**src/rtl/uart_tx_v2_if.sv**
```systemverilog
// CPU-side handshake and serial line of the UART transmitter.
// The master modport is the CPU side and the slave modport is the transmitter.
interface uart_tx_v2_if;
  logic       ld_tx;
  logic [7:0] tx_data;
  logic       prty_sel;
  logic       TxD;
  logic       tdre;
  logic       busy;

  modport master (output ld_tx, tx_data, prty_sel, input TxD, tdre, busy);
  modport slave  (input ld_tx, tx_data, prty_sel, output TxD, tdre, busy);
endinterface

```
**src/rtl/uart_tx_v2.sv**
```systemverilog
// UART transmitter: start, 8 data bits LSB first, parity, then 1 or 2 stop bits.
// A one-byte holding register lets the next frame follow the stop bit with no idle gap.
module uart_tx_v2 #(
  parameter int BIT_CYCLES = 2502,
  parameter int STOP_BITS  = 1
) (
  input logic         clk,
  input logic         clr,
  uart_tx_v2_if.slave bus
);

  localparam int            BW        = (BIT_CYCLES > 1) ? $clog2(BIT_CYCLES) : 1;
  localparam logic [BW-1:0] BAUD_LAST = BW'(BIT_CYCLES - 1);
  localparam logic [3:0]    STOP_LAST = 4'(STOP_BITS - 1);

  typedef enum logic [2:0] {IDLE, START, DATA, PRTY, STOP} state_t;

  state_t        state;
  logic [BW-1:0] baud_cnt;
  logic [3:0]    bit_cnt;
  logic [7:0]    shreg;
  logic [7:0]    hold_data;
  logic          hold_prty;
  logic          parity_bit;
  logic          txd_q;
  logic          tdre_q;

  logic bit_end;
  logic load_ok;
  logic xfer;

  assign bit_end = (baud_cnt == BAUD_LAST);
  assign load_ok = bus.ld_tx && tdre_q;
  // The holding register empties either from idle or right at the end of the final stop bit.
  assign xfer    = !tdre_q && ((state == IDLE) ||
                               ((state == STOP) && bit_end && (bit_cnt == STOP_LAST)));

  assign bus.TxD  = txd_q;
  assign bus.tdre = tdre_q;
  assign bus.busy = (state != IDLE);

  always_ff @(posedge clk or posedge clr) begin
    if (clr) begin
      state      <= IDLE;
      baud_cnt   <= '0;
      bit_cnt    <= '0;
      shreg      <= '0;
      hold_data  <= '0;
      hold_prty  <= 1'b0;
      parity_bit <= 1'b0;
      txd_q      <= 1'b1;
      tdre_q     <= 1'b1;
    end else begin
      if (load_ok) begin
        hold_data <= bus.tx_data;
        hold_prty <= bus.prty_sel;
        tdre_q    <= 1'b0;
      end

      if (xfer) begin
        shreg      <= hold_data;
        parity_bit <= hold_prty ^ (^hold_data);
        tdre_q     <= 1'b1;
        state      <= START;
        txd_q      <= 1'b0;
        baud_cnt   <= '0;
        bit_cnt    <= '0;
      end else begin
        if (state == IDLE) begin
          txd_q    <= 1'b1;
          baud_cnt <= '0;
        end else begin
          baud_cnt <= bit_end ? '0 : baud_cnt + 1'b1;
        end

        // The pin value for the next bit is loaded on the boundary edge, so TxD stays registered.
        if (bit_end) begin
          case (state)
            START: begin
              txd_q   <= shreg[0];
              shreg   <= shreg >> 1;
              bit_cnt <= '0;
              state   <= DATA;
            end
            DATA: begin
              if (bit_cnt == 4'd7) begin
                txd_q <= parity_bit;
                state <= PRTY;
              end else begin
                txd_q   <= shreg[0];
                shreg   <= shreg >> 1;
                bit_cnt <= bit_cnt + 4'd1;
              end
            end
            PRTY: begin
              txd_q   <= 1'b1;
              bit_cnt <= '0;
              state   <= STOP;
            end
            STOP: begin
              if (bit_cnt == STOP_LAST) begin
                txd_q <= 1'b1;
                state <= IDLE;
              end else begin
                bit_cnt <= bit_cnt + 4'd1;
              end
            end
            default: ;
          endcase
        end
      end
    end
  end

endmodule
```
**src/flat_wrapper.sv**
```systemverilog
// flat-port wrapper written by rule: the top's interface ports become plain ports
module uart_tx_v2_flat 
#(
  parameter int BIT_CYCLES = 2502,
  parameter int STOP_BITS  = 1
)
  (clk, clr, bus_ld_tx, bus_tx_data, bus_prty_sel, bus_TxD, bus_tdre, bus_busy);
  uart_tx_v2_if bus_i ();
  input logic clk;
  input logic clr;
  input wire logic [$bits(bus_i.ld_tx)-1:0] bus_ld_tx;
  input wire logic [$bits(bus_i.tx_data)-1:0] bus_tx_data;
  input wire logic [$bits(bus_i.prty_sel)-1:0] bus_prty_sel;
  output wire logic [$bits(bus_i.TxD)-1:0] bus_TxD;
  output wire logic [$bits(bus_i.tdre)-1:0] bus_tdre;
  output wire logic [$bits(bus_i.busy)-1:0] bus_busy;
  assign bus_i.ld_tx = bus_ld_tx;
  assign bus_i.tx_data = bus_tx_data;
  assign bus_i.prty_sel = bus_prty_sel;
  assign bus_TxD = bus_i.TxD;
  assign bus_tdre = bus_i.tdre;
  assign bus_busy = bus_i.busy;
  uart_tx_v2 #(.BIT_CYCLES(BIT_CYCLES), .STOP_BITS(STOP_BITS)) u_core (.clk(clk), .clr(clr), .bus(bus_i));
endmodule
```
**config.mk**
```make
export PLATFORM = sky130hd
export DESIGN_NAME = uart_tx_v2_flat
export DESIGN_NICKNAME = d
export VERILOG_FILES = /design/src/rtl/uart_tx_v2_if.sv /design/src/rtl/uart_tx_v2.sv /design/src/flat_wrapper.sv
export SDC_FILE = /design/constraint.sdc
export NUM_CORES = 1
export LEC_CHECK = 0
export ABC_AREA = 0
export CORE_MARGIN = 3
export CORE_UTILIZATION = 44
export CTS_BUF_LIST = sky130_fd_sc_hd__clkbuf_4
export DETAILED_ROUTE_END_ITERATION = 8
export PLACE_DENSITY = 0.59
export SETUP_SLACK_MARGIN = 0.05
export SYNTH_ARGS = -nofsm -noshare
export SYNTH_HDL_FRONTEND = slang
export SYNTH_SLANG_ARGS = --single-unit
```
**constraint.sdc**
```tcl
create_clock -name clk -period 4.6 [get_ports clk]
set_input_delay 0.69 -clock clk [delete_from_list [all_inputs] [get_ports clk]]
set_output_delay 0.69 -clock clk [all_outputs]
set_load 0.01 [all_outputs]
```
==> summary.md <==
| Metric | Value |
|---|---|
| First-pass GRT wire length | `7.514 mm` |
| Reg-to-reg startpoint | `u_core.state[2]` |
| Placeable Area | `0.004755 mm^2` |
| DRC errors left | `0` |
| Sequential cell area in the final layout | `978.4 um^2` |
| Cell Rows | `25` |
| Worst IR drop on VDD | `0.2806 mV` |
| Unrepaired setup endpoints after global routing | `false` |
| Synthesized-area fraction occupied by xor and xnor cells | `0.07446` |
| Remaining max-slew budget at the tightest pin | `0.5823` |
| Data required time of the critical path | `3.91 ns` |
| Final WL | `roughly 4.3 mm` |
| Min cycle time layout | `2.652 ns` |
| Slowest library cell on the worst path | `sky130_fd_sc_hd__dfrtp_1` |
| Ys async rst share | `1.000` |
| H-tree depth reported by CTS | `2` |
| Finished Core Util | `0.5074` |
| Antenna Diode Count | `0` |
| Number of primary I/O pins | `15` |
| Dominant combinational cell family by area after synthesis | `simple AND/OR/NAND/NOR gates` |
| Leakage power total | `0.0009365 uW` |
| Hold Crit Start | `u_core.bus.TxD` |
| Worst Tran Pin Value | `0.6265 ns` |
| # clock sinks | `39` |
| Post-cts hold buffer count | `0` |
| Pins over their slew limit | `0` |
| Total setup buffers inserted after CTS | `0` |
| Max-cap violation count | `0` |
| Layout cells sized above 1 | `0.1322` |
| Pin count of the biggest net entering global routing | `40` |
| Clock transition at path regs | `0.13 ns` |
| Series of cell instances along the critical path | `inv_1 > nand2_1 > clkdlybuf4s50_1` |
| CTS tree | `done` |
| Global Route Usage Sum | `0.1580` |
| Buffers from clock root to sink, at most | `2` |
| Routability congestion estimate | `0.8747` |
| 1st-iter DRT viols | `108` |
| Post-detailed-route wirelength per cell | `14.78 um` |
| Fraction of synthesized cell area taken by the top area cell type | `0.4238` |
| Final-layout setup total negative slack | `0 ns` |
| Multi-input gate area in the final layout | `0.001111 mm^2` |
| Starting Density | `0.4595` |
| Post-route clock skew | `0.01779 ns` |
| Distinct cell type count of the synthesized netlist | `between 40 and 50` |
| Power density of the placed cells | `476.5 mW/mm^2` |
| Worst hold margin | `between 0.5 and 0.6 ns` |
| Port Buffers | `14` |
| Vias in the first global route | `1618` |
| Number of enable flip-flop cells after synthesis | `0` |
| Cell family with most CP delay | `flip-flops` |
| Worst setup path startpoint | `u_core.state[2]` |
| Fillers | `449` |
| Post-CTS Resized | `0` |
| Arr. time, crit path | `1.96 ns` |
| Hold/Removal Path Class | `flop to flop` |
| Number of nets in the synthesized netlist | `233` |
| Die width | `76.46 um` |
| Cell types occupying the most area after synthesis | `sky130_fd_sc_hd__dfrtp_1, sky130_fd_sc_hd__xnor2_1, sky130_fd_sc_hd__mux2_2, sky130_fd_sc_hd__nand3_1, sky130_fd_sc_hd__o21ai_0` |
| Synth Area in Compound Gates | `0.1397` |
| Setup crit start kind | `flop` |
| GRT Residual Overflow | `0` |
| Clock buffer count from CTS | `5` |
| Capturing element type of the critical path | `output port` |
| Synth Cell Area | `0.002185 mm^2` |
| Maximum operating frequency | `about 0.38 GHz` |
| Most frequently used cell type in the post-synthesis netlist | `sky130_fd_sc_hd__dfrtp_1` |
| Initial antenna violation count | `0` |
| Sum of internal, switching and leakage power | `~1100 uW` |
| Final Hold Fails | `0` |
| Flip-flop cell with the highest count after synthesis | `sky130_fd_sc_hd__dfrtp_1` |
| Share of synthesized cell area in and, or, nand and nor gates | `0.2108` |
| Average cell area after synthesis | `10.07 um^2` |
| Crit Path Max Fanout | `21` |
| Yosys reg bits | `39` |
| Half-perimeter wire length after placement | `3.149 mm` |
| Total of endpoints with negative setup slack in the final report | `0` |
| Skew-Pair Late Insertion Delay | `between 0.3 and 0.4 ns` |
| Status | `completed` |
| Buffer cell driving the clock tree root | `sky130_fd_sc_hd__clkbuf_4` |
| Synthesis-to-layout area growth | `10.42%` |
| Sequential area share after synthesis | `0.4479` |
| Category of the critical setup timing path | `flop to output port` |
| Total buffers and inverters traversed by the critical path | `2` |
| Die boundary height | `76.46 um` |
| Final setup slack of the worst path | `1.948 ns` |
| Detailed-route via count | `1656` |
| Cell type contributing the most total cell area after synthesis | `sky130_fd_sc_hd__dfrtp_1` |
| Top post-synthesis cells by count | `sky130_fd_sc_hd__dfrtp_1, sky130_fd_sc_hd__nor2_1, sky130_fd_sc_hd__nand3_1` |
| Crit-path max cell delay | `0.77 ns` |
| Via-to-Cell Ratio | `5.633` |
| Die footprint | `0.005846 mm^2` |
| Synth Area in Adders | `0.02291` |
| Proportion of synthesized area in mux cells | `0.06071` |
| Final antenna-violating net count | `0` |
| Cell count after synthesis | `217` |
| Detailed-routing iteration count for the pre-antenna-repair pass | `4` |
| Portion of the clock cycle consumed by the worst path in the final layout | `0.5765` |
| Net count reported at finish | `242` |
| Synth Warn # | `0` |
| Post-place setup slack | `2.365 ns` |
per-stage QoR:
step | std cells | instance area (um^2)
after floorplan | 217 | 2185
after global placement | 286 | 2355
after detailed placement | 286 | 2355
after CTS | 294 | 2412
after global routing | 294 | 2412
final | 294 | 2412
worst min-delay path, stage by stage, from the launching register on:
cell and delay (ns):
sky130_fd_sc_hd__dfstp_2 0.38, sky130_fd_sc_hd__nand2_1 0.05, sky130_fd_sc_hd__a31oi_1 0.07
report_power, final:
group          switching (uW)  internal [uW]  leakage, uW
clock network             114           64.9    0.0000317
registers                 107            461     0.000480
logic                     172            231     0.000425
total                     393            757     0.000937
kinds of logic after synthesis:
family                   after synthesis
flip-flops                            39
multiplexers                          12
AO/OA/AOI/OAI                         47
AND/OR/NAND/NOR                       76
adder cells (fa/ha/maj)                4
buffers and inverters                 22
XOR/XNOR                              17
layout by cell type, fill, tap and decap left out, types with 2 or more instances in the layout:
cell type / netlist / final
sky130_fd_sc_hd__nor4bb_1: 3 / 3
sky130_fd_sc_hd__nand2b_1: 2 / 2
sky130_fd_sc_hd__nor2b_1: 2 / 2
sky130_fd_sc_hd__nor3_1: 3 / 3
sky130_fd_sc_hd__dfstp_2: 2 / 2
sky130_fd_sc_hd__clkbuf_4: 0 / 6
sky130_fd_sc_hd__nand2_1: 9 / 9
sky130_fd_sc_hd__o31ai_1: 2 / 2
sky130_fd_sc_hd__dfrtp_1: 37 / 37
sky130_fd_sc_hd__clkdlybuf4s50_1: 0 / 14
sky130_fd_sc_hd__o21a_1: 2 / 2
sky130_fd_sc_hd__mux2_2: 10 / 10
sky130_fd_sc_hd__nor2_1: 16 / 16
sky130_fd_sc_hd__mux2i_1: 2 / 2
sky130_fd_sc_hd__xnor2_1: 13 / 13
sky130_fd_sc_hd__a31oi_1: 9 / 9
sky130_fd_sc_hd__a21oi_1: 7 / 7
sky130_fd_sc_hd__ha_1: 4 / 4
sky130_fd_sc_hd__xor2_1: 3 / 3
sky130_fd_sc_hd__o21ai_0: 12 / 12
sky130_fd_sc_hd__nand3_1: 14 / 14
sky130_fd_sc_hd__inv_1: 9 / 9
sky130_fd_sc_hd__nand4_1: 9 / 9
sky130_fd_sc_hd__a211oi_1: 7 / 7
sky130_fd_sc_hd__o41ai_1: 2 / 2
sky130_fd_sc_hd__nor4_1: 3 / 3
layer usage:
layer	routed length (um)	vias to the layer above	track usage	share of wire
li1	-	811	-	-
met4	78	0	0.06884	0.018
met2	2065	33	0.2557	0.48
met3	137	9	0.03901	0.032
met5	0	-	0	0
met1	2062	803	0.2003	0.47
final timing paths:
kind | to | slack [ns] | cells past startpoint
worst min register to register | u_core.bus.TxD | 0.50 | 2
max in group asynchronous | u_core.bus.TxD | 3.48 | 3
worst max register to register | u_core.bit_cnt[0] | 2.49 | 4
worst max-delay path | bus_busy | 1.95 | 3
min in group asynchronous | u_core.shreg[3] | 0.74 | 3
worst min-delay path | u_core.bus.TxD | 0.50 | 2
flip-flops by register name (all words and copies together) (netlist names):
signal             count
u_core.bus.tdre        1
u_core.hold_prty       1
u_core.state           3
u_core.hold_data       8
u_core.parity_bit      1
u_core.bit_cnt         4
u_core.baud_cnt       12
u_core.shreg           8
u_core.bus.TxD         1
area by class of cell:
cell class | count | share of cell area
Multi-Input combinational cell | 156 | 0.4606
Sequential cell | 39 | 0.4056
Timing Repair Buffer | 15 | 0.06120
Tap cell | 67 | 0.03475
Clock buffer | 6 | 0.01867
Inverter | 9 | 0.01400
Clock inverter | 2 | 0.005187
(Power assumes the default switching activity.)
